--- src/rtl/raisin64_mem_pkg.sv ---
// Shared types for the raisin64 data-memory arbiter.
// FSM states, owner encoding and bus widths.
package raisin64_mem_pkg;

  localparam int DATA_W = 64;
  localparam int BE_W   = 8;

  typedef enum logic [1:0] {
    S_IDLE,
    S_ISSUE,
    S_WAIT,
    S_RESP
  } arb_state_t;

  typedef enum logic {
    OWN_CPU = 1'b0,
    OWN_DBG = 1'b1
  } owner_t;

endpackage

--- src/rtl/dmem_arb_pick.sv ---
// Winner select for the dmem arbiter: CPU first,
// debug forced after too many back-to-back CPU wins.
module dmem_arb_pick
  import raisin64_mem_pkg::*;
#(
  parameter int DBG_STARVE_MAX = 8
) (
  input  logic   clk,
  input  logic   rst_n,
  input  logic   cpu_req,
  input  logic   dbg_req,
  input  logic   grant_en,
  output logic   grant,
  output owner_t winner
);

  localparam int CNT_W = $clog2(DBG_STARVE_MAX + 1);
  localparam logic [CNT_W-1:0] CNT_MAX = CNT_W'(DBG_STARVE_MAX);

  logic [CNT_W-1:0] starve_cnt;
  logic             dbg_win;

  assign dbg_win = dbg_req && (!cpu_req || starve_cnt == CNT_MAX);
  assign grant   = cpu_req || dbg_req;
  assign winner  = dbg_win ? OWN_DBG : OWN_CPU;

  // Count CPU wins that bypassed a waiting debug request
  always_ff @(posedge clk or negedge rst_n) begin
    if (!rst_n) begin
      starve_cnt <= '0;
    end else if (!dbg_req) begin
      starve_cnt <= '0;
    end else if (grant_en) begin
      if (dbg_win)
        starve_cnt <= '0;
      else if (starve_cnt != CNT_MAX)
        starve_cnt <= starve_cnt + 1'b1;
    end
  end

endmodule

--- src/rtl/dmem_arbiter.sv ---
// Single-port dmem arbiter between CPU LSU and debug.
// One transaction at a time: IDLE/ISSUE/WAIT/RESP.
module dmem_arbiter
  import raisin64_mem_pkg::*;
#(
  parameter int ADDR_W         = 64,
  parameter int MEM_LATENCY    = 1,
  parameter int DBG_STARVE_MAX = 8
) (
  input  logic              clk,
  input  logic              rst_n,
  input  logic              cpu_req,
  input  logic              cpu_we,
  input  logic [ADDR_W-1:0] cpu_addr,
  input  logic [DATA_W-1:0] cpu_wdata,
  input  logic [BE_W-1:0]   cpu_be,
  output logic              cpu_ack,
  output logic [DATA_W-1:0] cpu_rdata,
  input  logic              dbg_req,
  input  logic              dbg_we,
  input  logic [ADDR_W-1:0] dbg_addr,
  input  logic [DATA_W-1:0] dbg_wdata,
  input  logic [BE_W-1:0]   dbg_be,
  output logic              dbg_ack,
  output logic [DATA_W-1:0] dbg_rdata,
  output logic              mem_en,
  output logic              mem_we,
  output logic [ADDR_W-1:0] mem_addr,
  output logic [DATA_W-1:0] mem_wdata,
  output logic [BE_W-1:0]   mem_be,
  input  logic [DATA_W-1:0] mem_rdata,
  output logic              busy
);

  localparam logic [1:0] LAT_INIT = 2'(MEM_LATENCY - 1);

  arb_state_t state;
  owner_t     owner;
  owner_t     winner;
  logic [1:0] lat_cnt;
  logic       grant;
  logic       idle;

  assign idle = (state == S_IDLE);
  assign busy = !idle;

  dmem_arb_pick #(
    .DBG_STARVE_MAX(DBG_STARVE_MAX)
  ) u_pick (
    .clk     (clk),
    .rst_n   (rst_n),
    .cpu_req (cpu_req),
    .dbg_req (dbg_req),
    .grant_en(idle),
    .grant   (grant),
    .winner  (winner)
  );

  // Transaction sequencer with registered memory strobe and acks
  always_ff @(posedge clk or negedge rst_n) begin
    if (!rst_n) begin
      state     <= S_IDLE;
      owner     <= OWN_CPU;
      lat_cnt   <= '0;
      mem_en    <= 1'b0;
      mem_we    <= 1'b0;
      mem_addr  <= '0;
      mem_wdata <= '0;
      mem_be    <= '0;
      cpu_ack   <= 1'b0;
      dbg_ack   <= 1'b0;
      cpu_rdata <= '0;
      dbg_rdata <= '0;
    end else begin
      mem_en  <= 1'b0;
      cpu_ack <= 1'b0;
      dbg_ack <= 1'b0;
      unique case (state)
        S_IDLE: begin
          if (grant) begin
            owner  <= winner;
            mem_en <= 1'b1;
            state  <= S_ISSUE;
            if (winner == OWN_DBG) begin
              mem_we    <= dbg_we;
              mem_addr  <= dbg_addr;
              mem_wdata <= dbg_wdata;
              mem_be    <= dbg_be;
            end else begin
              mem_we    <= cpu_we;
              mem_addr  <= cpu_addr;
              mem_wdata <= cpu_wdata;
              mem_be    <= cpu_be;
            end
          end
        end
        S_ISSUE: begin
          lat_cnt <= LAT_INIT;
          state   <= S_WAIT;
        end
        S_WAIT: begin
          if (lat_cnt == 2'd0) begin
            state <= S_RESP;
            if (owner == OWN_DBG) begin
              dbg_rdata <= mem_rdata;
              dbg_ack   <= 1'b1;
            end else begin
              cpu_rdata <= mem_rdata;
              cpu_ack   <= 1'b1;
            end
          end else begin
            lat_cnt <= lat_cnt - 1'b1;
          end
        end
        S_RESP: begin
          state <= S_IDLE;
        end
        default: begin
          state <= S_IDLE;
        end
      endcase
    end
  end

endmodule

--- config.mk ---
export PLATFORM = sky130hd
export DESIGN_NAME = dmem_arbiter
export DESIGN_NICKNAME = d
export VERILOG_FILES = /design/src/rtl/raisin64_mem_pkg.sv /design/src/rtl/dmem_arb_pick.sv /design/src/rtl/dmem_arbiter.sv
export SDC_FILE = /design/constraint.sdc
export NUM_CORES = 1
export LEC_CHECK = 0
export CAP_MARGIN = 5
export CORE_AREA = 2 2 237 239
export DETAILED_ROUTE_END_ITERATION = 12
export DIE_AREA = 0 0 239 241
export HOLD_SLACK_MARGIN = 0.12
export SLEW_MARGIN = 10
export SYNTH_ARGS = -nofsm -noshare
export SYNTH_HDL_FRONTEND = slang
export SYNTH_SLANG_ARGS = --single-unit
--- constraint.sdc ---
create_clock -name clk -period 2.65 [get_ports clk]
set_clock_uncertainty 0.15 [all_clocks]
set_input_delay 0.265 -clock clk [delete_from_list [all_inputs] [get_ports clk]]
set_output_delay 0.265 -clock clk [all_outputs]
set_load 0.02 [all_outputs]
==> results of run 1 <==
layout make-up:
type / count / share of cell area [%]
diodes: 2 / 0.0236
clock buffers: 48 / 4.79
clock inverters: 15 / 0.803
inverters: 11 / 0.219
multi-input cells: 716 / 24.5
flip-flops and latches: 277 / 32.7
well taps: 704 / 4.16
repair buffers: 681 / 32.8
layer usage:
metal	track usage, %	up-vias	routed length (um)	part of all wire, %
met2	27.5	472	23800	48
met3	4.03	107	3300	6.7
li1	-	5232	-	-
met1	19.9	5674	20100	41
met5	0	-	13	0.026
met4	7.61	2	2110	4.3
registers in the layout, indices dropped and copies added, names as in the netlist:
signal,count
owner,1
cpu_rdata,64
mem_addr,64
mem_en,1
lat_cnt,2
dbg_ack,1
mem_wdata,64
mem_be,8
dbg_rdata,64
mem_we,1
state,2
cpu_ack,1
u_pick.starve_cnt,4
stage by stage:
stage          area, um^2  power [mW]  hold slack [ns]
6_report            21200        25.5            0.123
5_1_grt             21200        26.9            0.143
4_1_cts             21200        25.9            0.122
3_5_place_dp        19700        20.8            0.115
3_3_place_gp        19700        20.6            0.110
2_1_floorplan       12800        14.3           -0.181
where the power goes:
group,leakage [nW],internal (mW),switching (mW)
sequential,3.38,6.29,1.15
clock,0.581,2.91,1.99
combinational,4.61,6.41,6.77
total,8.57,15.6,9.91
worst max-delay path, cell delays in order (launching register included):
cell and delay, ns:
dfrtp_1 0.38, inv_1 0.10, ha_4 0.20, o21ai_4 0.10, buf_12 0.31, buf_12 0.27, nand2_1 0.08, o211ai_1 0.09
dlygate4sd3_1 0.57
cells in the mapped netlist (2+ instances only):
cell,instances,area share (%)
dfrtp_1,277,54
nand2_1,276,8.1
nand4_1,137,6.7
mux2_2,128,11
o211ai_2,100,9.8
buf_2,61,2.4
o211ai_1,37,2.2
clkbuf_1,21,0.61
buf_12,10,1.6
buf_4,9,0.53
inv_1,7,0.20
ha_1,6,0.59
inv_2,4,0.12
nand3_1,4,0.16
nand2b_1,3,0.15
o21a_1,3,0.18
buf_6,2,0.18
nand3b_1,2,0.12
nor2_1,2,0.059
nor2b_1,2,0.097
nor4_1,2,0.097
o21ai_0,2,0.078
o31a_1,2,0.14
worst paths after layout:
kind | slack [ns] | cells past startpoint | end
max in group asynchronous | 1.41 | 3 | mem_wdata[23]$_DFFE_PN0P_
hold / removal | 0.12 | 2 | mem_wdata[58]$_DFFE_PN0P_
hold reg to reg | 0.34 | 2 | mem_wdata[38]$_DFFE_PN0P_
min in group clk | 0.15 | 3 | mem_addr[28]$_DFFE_PN0P_
setup reg to reg | 0.18 | 8 | mem_addr[62]$_DFFE_PN0P_
setup / recovery | 0.18 | 8 | mem_addr[62]$_DFFE_PN0P_
timing repair:
item                                    CTS  global route
resized for setup                         0             1
endpoints found under the hold margin   310             0
buffers inserted                          0             0
hold buffers                             28             0
endpoints found under the setup margin    0             1
cell usage in the layout (no fill, tap or decap), drive strengths merged:
master / n
buf: 45
o21a: 3
and3b: 1
nor3: 1
o21ai: 5
clkdlybuf4s50: 608
nand3b: 2
nand2: 276
inv: 14
nand3: 4
nor4: 2
nand2b: 3
o31a: 2
o22a: 1
nor2b: 2
o211ai: 137
clkinv: 7
and4b: 1
bufinv: 2
ha: 6
nand4b: 1
mux2: 129
clkbuf: 48
clkinvlp: 3
dlygate4sd3: 28
nand4: 137
dfrtp: 277
diode: 2
a211oi: 1
nor2: 2
kinds of logic (layout without fill, tap and decap cells):
family / count (synthesis) / in the layout / synth area share [%]
muxes: 129 / 129 / 11.3
other: 0 / 2 / 0
DFF: 277 / 277 / 54.0
AOI/OAI and AO/OA: 149 / 149 / 12.7
buffers and inverters: 116 / 755 / 5.72
adders and majority gates: 6 / 6 / 0.585
and+or+nand+nor: 432 / 432 / 15.7
==> run_results.csv, run 1 <==
group,metric,value,unit
logic_synthesis,synth_edf_count,0,
global_route,grt_pass1_vias,12000,
logic_synthesis,syn-num-nets,1457,
sta,worst_slack,0.184,ns
placement,port_buffers,610,
clock_network,cts_buffers,35,
critical_path,crit_fanout,68,
cells_and_area,fill_cells,5311,
drt,ant_nets,0,
floorplan,die_h,241,um
cells_and_area,area_growth,65.1,%
sta,finalCritPeriodShare,93.1,%
drt,totalWireLength,49400,um
floorplan,die_w,239,um
global_route,grt_max_degree,126,
power_and_ir_drop,vdd_drop_max,550,uV
sta,hold_violations,0,
placement,hpwl,35900,um
drt,route.detailed.drc,0,
outcome,status,"finished clean",
critical_path,crit_arrival,2.80,ns
logic_synthesis,syn_area_per_cell,11.6,um^2
logic_synthesis,yosysWarnings,0,
power_and_ir_drop,powerDensity,1210,nW/um^2
global_route,gr-total-overflow,0,
drt,firstDrtPassIters,5,
floorplan,core.rowCount,86,
critical_path,cp-startpoint,"state[0]$_DFFE_PN0P_",
clock_network,clock_path_buffers,3,
floorplan,start_util,23.4,%
floorplan,dieArea,57600,um^2
clock_network,insertion_delay,0.55,ns
placement,dp_slack,0.323,ns
logic_synthesis,synthCells,1109,
logic_synthesis,syn_area,12800,um^2
critical_path,start_kind,"flop",
critical_path,crit_type,"reg2reg",
cells_and_area,final_cell_count_no_fill,2454,
sta,maxSlewHeadroom,52.7,%
clock_network,htreeDepth,2,
sta,setup_tns,0,ns
sta,slew_viol_final,0,
clock_network,cts_sinks,277,
sta,worst_pin_slew,0.710,ns
global_route,grt_pass1_wl,72800,um
global_route,antenna_found_initial,2,
clock_network,cts_tree,"done",
floorplan,core,54900,um^2
sta,max_freq,406,MHz
placement,gp_congestion,0.843,
hold_path,hold_path.class,"in2async",
clock_network,clockRootBuffer,"clkbuf_16",
logic_synthesis,synth_seq_cells,277,
sta,rsz0062_at_grt,"false",
drt,drt_iter0_markers,415,
sta,finalCriticalPeriod,2.47,ns
placement,dp_cells,2361,
drt,vias,11500,
clock_network,path_clk_slew,0.06,ns
critical_path,end_kind,"flop",
critical_path,cp.required,2.99,ns
global_route,grt_use_total,16.4,%
cells_and_area,layout.nets,2070,
logic_synthesis,async_flop_share,100,%
drt,routedWlPerCell,20.1,um
cells_and_area,final_util,38.6,%
critical_path,r2r_start,"state[0]$_DFFE_PN0P_",
cells_and_area,drive_above_1_share,19.5,%
cells_and_area,multiInputGateArea,5190,um^2
run,maxCapViolations,0,
drt,vias_per_cell,4.68,
logic_synthesis,yosys_most_used_dff,"dfrtp_1",
floorplan,boundaryPins,611,
cells_and_area,seq_area,6930,um^2
logic_synthesis,ys_seq_area_share,54.0,%
power_and_ir_drop,p_leak,8.57,nW
sta,setup_violations,0,
logic_synthesis,ys_types,35,
Power figures use the tool's default switching activity.
==> inputs of run 2 (changes only) <==
--- a/config.mk
+++ b/config.mk
@@ -10,6 +10,7 @@
 export DETAILED_ROUTE_END_ITERATION = 12
 export DIE_AREA = 0 0 239 241
 export HOLD_SLACK_MARGIN = 0.12
+export MAX_ROUTING_LAYER = met4
 export SLEW_MARGIN = 10
 export SYNTH_ARGS = -nofsm -noshare
 export SYNTH_HDL_FRONTEND = slang
==> run 2 against run 1 <==
Sequential power about the same. Largest cell class unchanged. Via count up 0.21%. Die area unchanged. Combinational power hardly changed. Sequential share of layout area hardly changed. Critical path type unchanged. Critical endpoint unchanged. Utilization about the same. Critical path depth is the same. Non-clock buffer count did not move.
==> run_results.csv, run 2 (synthesis results as in run 1) <==
group,metric,value,unit
outcome,status,"finished clean",
cells_and_area,area_growth,65.1,%
drt,ant_nets,0,
sta,holdWs,0.112,ns
drt,vias_per_cell,4.69,
floorplan,boundaryPins,611,
drt,route.detailed.drc,0,
cells_and_area,final_util,38.6,%
hold_path,hold_path.class,"in2async",
cells_and_area,layout.nets,2070,
global_route,grt_max_degree,126,
sta,worst_pin_slew,0.706,ns
sta,worst_slack,0.196,ns
drt,routedWlPerCell,20.1,um
critical_path,rrSetupSlack,0.20,ns
critical_path,slowest_stage,"dlygate4sd3_1",
cells_and_area,drive_above_1_share,19.5,%
placement,hpwl,35900,um
clock_network,insertion_delay,0.55,ns
sta,setup_tns,0,ns
clock_network,cts_sinks,277,
sta,rsz0062_at_grt,"false",
sta,setup_violations,0,
cells_and_area,layout_common_cells,"608 x clkdlybuf4s50_1, 277 x dfrtp_1, 276 x nand2_1",
critical_path,slowest_delay,0.57,ns
clock_network,cts_buffers,35,
clock_network,htreeDepth,2,
critical_path,crit_type,"reg2reg",
clock_network,path_clk_slew,0.06,ns
sta,max_freq,407,MHz
sta,finalCritPeriodShare,92.6,%
floorplan,core,54900,um^2
drt,firstDrtPassIters,4,
clock_network,clockRootBuffer,"clkbuf_16",
clock_network,postCtsSetupRepairBufs,0,
run,maxCapViolations,0,
critical_path,crit_fanout,68,
critical_path,cp_common_cell,"buf_12",
drt,vias,11500,
global_route,grt_pass1_wl,72600,um
cells_and_area,final_common_cell,"clkdlybuf4s50_1",
sta,finalCriticalPeriod,2.45,ns
floorplan,start_util,23.4,%
critical_path,start_kind,"flop",
placement,dp_slack,0.323,ns
floorplan,core.rowCount,86,
sta,slew_viol_final,0,
drt,totalWireLength,49300,um
cells_and_area,final_cell_count_no_fill,2455,
cells_and_area,design_area,21200,um^2
drt,drt_iter0_markers,444,
floorplan,die_w,239,um
critical_path,end_kind,"flop",
power_and_ir_drop,powerDensity,1210,nW/um^2
sta,hold_violations,0,
clock_network,clock_path_buffers,3,
power_and_ir_drop,vdd_drop_max,550,uV
critical_path,crit_arrival,2.79,ns
clock_network,cts_tree,"done",
placement,gp_congestion,0.857,
critical_path,crit_chain,"inv_1 > ha_4 > o21ai_4 > buf_12 > buf_12 > nand2_1 > o211ai_1 > dlygate4sd3_1",
global_route,grt_use_total,16.9,%
placement,port_buffers,610,
critical_path,cp.required,2.99,ns
power_and_ir_drop,p_leak,8.57,nW
critical_path,r2r_start,"state[0]$_DFFE_PN0P_",
global_route,grt_pass1_vias,12000,
placement,place_area,19700,um^2
placement,dp_cells,2361,
floorplan,die_h,241,um
global_route,gr-total-overflow,0,
sta,maxSlewHeadroom,52.9,%
floorplan,dieArea,57600,um^2
global_route,antenna_found_initial,2,
critical_path,ff2ff_path_depth,8,
power_and_ir_drop,power,25.5,mW
critical_path,r2r-end,"mem_addr[62]$_DFFE_PN0P_",
==> run 2: cell count changes in the layout (fill, tap and decap cells not counted) <==
cell	delta
diode_2	+1
==> run 2: metal layers <==
layer | vias to the layer above | GRT usage (%) | wire length, um
met4 | 0 | 7.73 | 2110
li1 | 5238 | - | -
met2 | 492 | 27.4 | 23800
met5 | - | - | 0
met3 | 106 | 3.80 | 3270
met1 | 5675 | 20.1 | 20200
==> run 2: area by class of cell <==
class / instances / area, um^2
diodes: 3 / 7.51
clock buffers: 48 / 1010
flip-flops and latches: 277 / 6930
well taps: 704 / 881
repair buffers: 681 / 6950
inverters: 11 / 46.3
multi-input cells: 716 / 5190
fillers: 5310 / 33700
clock inverters: 15 / 170
==> run 2: report_power, final <==
part	internal (mW)	total, mW	switching (mW)
Combinational	6.41	13.2	6.77
Sequential	6.29	7.44	1.15
Clock	2.91	4.91	2.00
Total	15.6	25.5	9.92
==> run 2: critical path, delay by kind of cell (launching register included) <==
family,cells,cell delay [ns]
buffers and inverters,4,1.27
DFF,1,0.38
adders and majority gates,1,0.20
AOI/OAI and AO/OA,2,0.19
and+or+nand+nor,1,0.08
==> run 2: repair_timing <==
item	4_1_cts	5_1_grt
gates resized for setup	0	1
setup endpoints to repair	0	1
endpoints found under the hold margin	310	0
hold buffers	28	0
==> run 2: worst max-delay path by stage <==
stage	start	endpoint	slack, ns	cells past startpoint
finish	state[0]$_DFFE_PN0P_	mem_addr[62]$_DFFE_PN0P_	0.20	8
global route	state[0]$_DFFE_PN0P_	mem_addr[62]$_DFFE_PN0P_	0.06	8
floorplan	state[0]$_DFFE_PN0P_	cpu_rdata[14]$_DFFE_PN0P_	0.90	6
global placement	dbg_req	mem_addr[59]$_DFFE_PN0P_	0.38	7
CTS	state[0]$_DFFE_PN0P_	mem_addr[62]$_DFFE_PN0P_	0.11	8
detailed placement	dbg_req	mem_be[7]$_DFFE_PN0P_	0.32	7
